`config.mk`:
```
export PLATFORM = sky130hd
export DESIGN_NAME = router_rd_port
export DESIGN_NICKNAME = d
export VERILOG_FILES = /design/src/rtl/router_rd_port.sv
export SDC_FILE = /design/constraint.sdc
export NUM_CORES = 1
export LEC_CHECK = 0
export CAP_MARGIN = 10
export CORE_ASPECT_RATIO = 1.2
export CORE_UTILIZATION = 46
export DETAILED_ROUTE_END_ITERATION = 10
export GPL_ROUTABILITY_DRIVEN = 1
export PLACE_DENSITY_LB_ADDON = 0.25
export SETUP_SLACK_MARGIN = 0.05
export SYNTH_ARGS = -nofsm -noshare
export SYNTH_HDL_FRONTEND = slang
export SYNTH_SLANG_ARGS = --single-unit
```
`constraint.sdc`:
```
create_clock -name clock -period 1.7 [get_ports clock]
set_clock_uncertainty 0.15 [all_clocks]
set_input_delay 0.34 -clock clock [delete_from_list [all_inputs] [get_ports clock]]
set_output_delay 0.34 -clock clock [all_outputs]
set_load 0.1 [all_outputs]
```
`src/rtl/router_rd_port.sv`:
```
// Router read port: pulls packet bytes from a FIFO and presents them one at a time to a destination.
// Optional macro RD_PORT_PARITY_CHK_EN enables the running-XOR parity check that drives parity_err.
module router_rd_port #(
  parameter int unsigned TIMEOUT = 30
) (
  input  logic       clock,
  input  logic       resetn,
  input  logic       fifo_empty,
  input  logic [7:0] fifo_data,
  output logic       fifo_rd_enb,
  input  logic       dest_ready,
  output logic       vld_out,
  output logic [7:0] data_out,
  output logic       sop,
  output logic       eop,
  output logic       parity_err,
  output logic       soft_reset,
  output logic       busy
);

  typedef enum logic [2:0] {
    IDLE    = 3'd0,
    RD      = 3'd1,
    LATCH   = 3'd2,
    PRESENT = 3'd3,
    ABORT   = 3'd4
  } state_t;

  // Abort fires on the edge where the stall count would reach TIMEOUT.
  localparam logic [4:0] STALL_LIMIT = 5'(TIMEOUT - 1);

  state_t     state_reg, state_next;
  logic [7:0] data_reg, data_next;
  logic       vld_reg, vld_next;
  logic       sop_reg, sop_next;
  logic       eop_reg, eop_next;
  logic       first_reg, first_next;
  logic [6:0] remaining_reg, remaining_next;
  logic [4:0] stall_reg, stall_next;
  logic       rd_enb;

  always_ff @(posedge clock) begin
    if (!resetn) begin
      state_reg     <= IDLE;
      data_reg      <= 8'h00;
      vld_reg       <= 1'b0;
      sop_reg       <= 1'b0;
      eop_reg       <= 1'b0;
      first_reg     <= 1'b1;
      remaining_reg <= 7'd0;
      stall_reg     <= 5'd0;
    end else begin
      state_reg     <= state_next;
      data_reg      <= data_next;
      vld_reg       <= vld_next;
      sop_reg       <= sop_next;
      eop_reg       <= eop_next;
      first_reg     <= first_next;
      remaining_reg <= remaining_next;
      stall_reg     <= stall_next;
    end
  end

  always_comb begin
    state_next     = state_reg;
    data_next      = data_reg;
    vld_next       = vld_reg;
    sop_next       = sop_reg;
    eop_next       = eop_reg;
    first_next     = first_reg;
    remaining_next = remaining_reg;
    stall_next     = stall_reg;
    rd_enb         = 1'b0;

    case (state_reg)
      IDLE: begin
        if (!fifo_empty) begin
          state_next = RD;
        end
      end

      RD: begin
        rd_enb = !fifo_empty;
        if (!fifo_empty) begin
          state_next = LATCH;
        end
      end

      LATCH: begin
        // The header is recognised by position; eop comes from the remaining count.
        data_next  = fifo_data;
        vld_next   = 1'b1;
        sop_next   = first_reg;
        eop_next   = !first_reg && (remaining_reg == 7'd1);
        stall_next = 5'd0;
        state_next = PRESENT;
      end

      PRESENT: begin
        if (dest_ready) begin
          vld_next   = 1'b0;
          sop_next   = 1'b0;
          eop_next   = 1'b0;
          stall_next = 5'd0;
          if (sop_reg) begin
            remaining_next = {1'b0, data_reg[7:2]} + 7'd1;
            first_next     = 1'b0;
          end else begin
            remaining_next = remaining_reg - 7'd1;
          end
          if (eop_reg) begin
            first_next     = 1'b1;
            remaining_next = 7'd0;
            state_next     = IDLE;
          end else begin
            state_next = RD;
          end
        end else if (stall_reg == STALL_LIMIT) begin
          vld_next       = 1'b0;
          sop_next       = 1'b0;
          eop_next       = 1'b0;
          stall_next     = 5'd0;
          remaining_next = 7'd0;
          first_next     = 1'b1;
          state_next     = ABORT;
        end else if (stall_reg != 5'h1f) begin
          stall_next = stall_reg + 5'd1;
        end
      end

      ABORT: begin
        state_next = IDLE;
      end

      default: begin
        state_next = IDLE;
      end
    endcase
  end

`ifdef RD_PORT_PARITY_CHK_EN
  logic [7:0] parity_reg, parity_next;
  logic       perr_reg, perr_next;
  logic       accept;
  logic       abort_go;

  // vld_out is always high in PRESENT, so acceptance reduces to dest_ready there.
  assign accept   = (state_reg == PRESENT) && dest_ready;
  assign abort_go = (state_reg == PRESENT) && !dest_ready && (stall_reg == STALL_LIMIT);

  always_comb begin
    parity_next = parity_reg;
    perr_next   = 1'b0;
    if (abort_go) begin
      parity_next = 8'h00;
    end else if (accept) begin
      if (sop_reg) begin
        parity_next = data_reg;
      end else if (eop_reg) begin
        perr_next   = (data_reg != parity_reg);
        parity_next = 8'h00;
      end else begin
        parity_next = parity_reg ^ data_reg;
      end
    end
  end

  always_ff @(posedge clock) begin
    if (!resetn) begin
      parity_reg <= 8'h00;
      perr_reg   <= 1'b0;
    end else begin
      parity_reg <= parity_next;
      perr_reg   <= perr_next;
    end
  end

  assign parity_err = perr_reg;
`else
  assign parity_err = 1'b0;
`endif

  assign fifo_rd_enb = rd_enb;
  assign vld_out     = vld_reg;
  assign data_out    = data_reg;
  assign sop         = sop_reg;
  assign eop         = eop_reg;
  assign soft_reset  = (state_reg == ABORT);
  assign busy        = (state_reg != IDLE);

endmodule

```
==> impl_metrics.yaml <==
setup_path:
  slowest_delay_ns: 0.39
  worstSetupEndpointType: "output port"
  startpoint: "state_reg[1]"
  ff2ff_setup_slack_ns: -0.03
  crit_fanout: 6
  arrival_ns: 1.28
  path_class: "flop to output port"
  reg2reg_from: "stall_reg[0]"
  path_cells: "buf_6 -> nor3_4 -> inv_2 -> buf_12"
  crit_slowest_cell: "dfxtp_4"
  start_kind: "flop"
  cp.required_ns: 1.21
placed_design:
  gp_congestion: 0.882
  dp.cells: 255
  place_hpwl_mm: 2.71
  placed_area_um2: 2120
  io_buffer_count: 25
timing:
  worst_slack_ns: -0.0719
  whs_ns: 0.337
  rsz0062_at_grt: "true"
  hold_viol_final: 0
  finalSetupViolCount: 4
  slew_viol_final: 0
  period_needed_ns: 1.77
  period_share_pct: 104
  fmaxAchievable_mhz: 564
logic_synthesis:
  yosysWarningCount: 0
  syn-cell-area_um2: 1490
  ys.flop_type: "dfxtp_1"
  synth.top_cell.area_share_pct: 36.2
  ys_seq_area_share_pct: 36.2
  synthCells: 180
  ys_top_cells_by_count: "27 x dfxtp_1, 27 x nand2_1, 17 x a21oi_1"
  synth.area.top_cells: "dfxtp_1 36%, nand2_1 6.8%, a21oi_1 5.7%, ha_1 5.0%, nor2_1 2.8%"
  synth_largest_area_cell: "dfxtp_1"
  synth_edf_count: 0
  ys_ff_latch: 27
  synth_nets: 198
  syn-mean-instance-area_um2: 8.29
  ys_types: 49
  synthArstFlopShare_pct: 0
drt:
  wl_per_cell_um: 14.8
  drt_first_iter_violations: 75
  wl_met1_mm: 1.73
  wl_met3_um: 145
  top_layer: "met4"
  dr.pass1.iters: 4
  postRouteAntennaNets: 0
  wl_met2_mm: 2.04
  vias: 1495
  post-route-drc-count: 0
  wl_mm: 3.95
  viasPerCell: 5.62
cts:
  hold_buffers: 0
  htreeDepth: 1
  clk_latency_ns: 0.32
  cts_tree: "yes"
  cts.reportedPaths.clkPinSlew_ns: 0.14
  clockBufferDepth: 2
  cts.sinks: 27
  numCtsBuffers: 3
  cts-root-buf: "clkbuf_4"
power_and_ir_drop:
  p_leak_uw: 0.000896
  finalPower_uw: 1420
  power.density_nw_per_um2: 612
  vdd_drop_max_v: 0.000524
cells_and_area:
  utilization_pct: 75.2
  fill_cells: 234
  drive_gt1_share_pct: 40.0
  layoutNonFillerInstCount: 266
  finalNetCount: 249
  finalInstanceArea_um2: 2320
  syn_to_final_growth_pct: 55.5
  multi_input_area_um2: 1000
  largest_register_ffs: 8
  antenna_cells: 0
  register_area_um2: 576
hold_path:
  min_path_type: "input port to flop"
  worst_hold_startpoint: "fifo_empty"
grt:
  overflow: 0
  grt_pass1_wl_mm: 6.25
  grt_max_degree: 18
  grt_pass1_vias: 1421
  grt_antenna_before_repair: 0
  gr-usage-all-layers_pct: 24.3
floorplan:
  io_pins: 27
  core_um2: 3080
  initial_utilization_pct: 48.4
  rows: 22
  dieArea_um2: 3470
  dieWidth_um: 54.0
  die_h_um: 64.4
outcome:
  status: "complete, but fails checks"
  violations: "negative setup slack"
flow_run:
  cap_violations: 0
-- worst max-delay path, delay by kind of cell (launching register included) --
family,cells,cell delay [ns]
DFF,1,0.39
buffers and inverters,3,0.37
and+or+nand+nor,1,0.19
-- layout make-up --
| type | count | area share [%] |
|---|---|---|
| repair buffers | 55 | 27.7 |
| multi-input cells | 136 | 43.1 |
| flip-flops and latches | 27 | 24.8 |
| clock buffers | 4 | 1.13 |
| well taps | 36 | 1.94 |
| inverters | 8 | 1.30 |
-- final timing paths --
path / endpoint / depth (start not counted)
max: busy / 4
min: state_reg[0] / 3
max reg2reg: stall_reg[3] / 7
min reg2reg: remaining_reg[1] / 2
-- where the power goes --
part           internal [uW]  leakage, uW  total [uW]  switching, uW
Clock                   91.8    0.0000150         280            188
Sequential               650     0.000227         686           35.7
Combinational            197     0.000654         455            257
-- per-stage QoR --
step           setup slack (ns)  setup TNS [ns]
3_5_place_dp             -0.213           -2.09
6_report                -0.0719          -0.210
5_1_grt                  -0.140          -0.480
2_1_floorplan            -0.207          -0.306
4_1_cts                 -0.0945          -0.254
3_3_place_gp             -0.185           -1.64
-- routing by layer --
metal | track usage, % | vias up
met2 | 41.0 | 41
met4 | 7.05 | 0
met5 | 0 | -
met1 | 31.3 | 714
li1 | - | 736
met3 | 3.10 | 4
-- logic make-up (layout without fill, tap and decap cells) --
family / Yosys count / after routing / share of synthesized area, %
AOI/OAI and AO/OA: 42 / 42 / 19.2
DFF: 27 / 27 / 36.2
other: 1 / 1 / 0.251
xor gates and xnor gates: 7 / 7 / 4.11
adders and majority gates: 6 / 6 / 5.03
and+or+nand+nor: 77 / 78 / 27.6
buffers and inverters: 18 / 67 / 6.21
muxes: 2 / 2 / 1.34
-- placed cells by master, fill, tap and decap left out, drive strengths merged, types with 4 or more instances in the layout --
cell           instances
clkdlybuf4s50         10
inv                    8
nand2                 27
ha                     6
nor3                   9
o21ai                  5
nor3b                  4
clkbuf                 4
xnor2                  4
nor2                  11
nand3                  8
buf                   44
dfxtp                 27
a21oi                 17
-- repair_timing --
| item | in CTS | in global routing |
|---|---|---|
| cloned | 0 | 1 |
| gates resized for setup | 14 | 19 |
| endpoints found under the setup margin | 15 | 18 |
| pin swaps | 9 | 9 |
| setup buffers | 5 | 1 |
(Power assumes the default switching activity.)
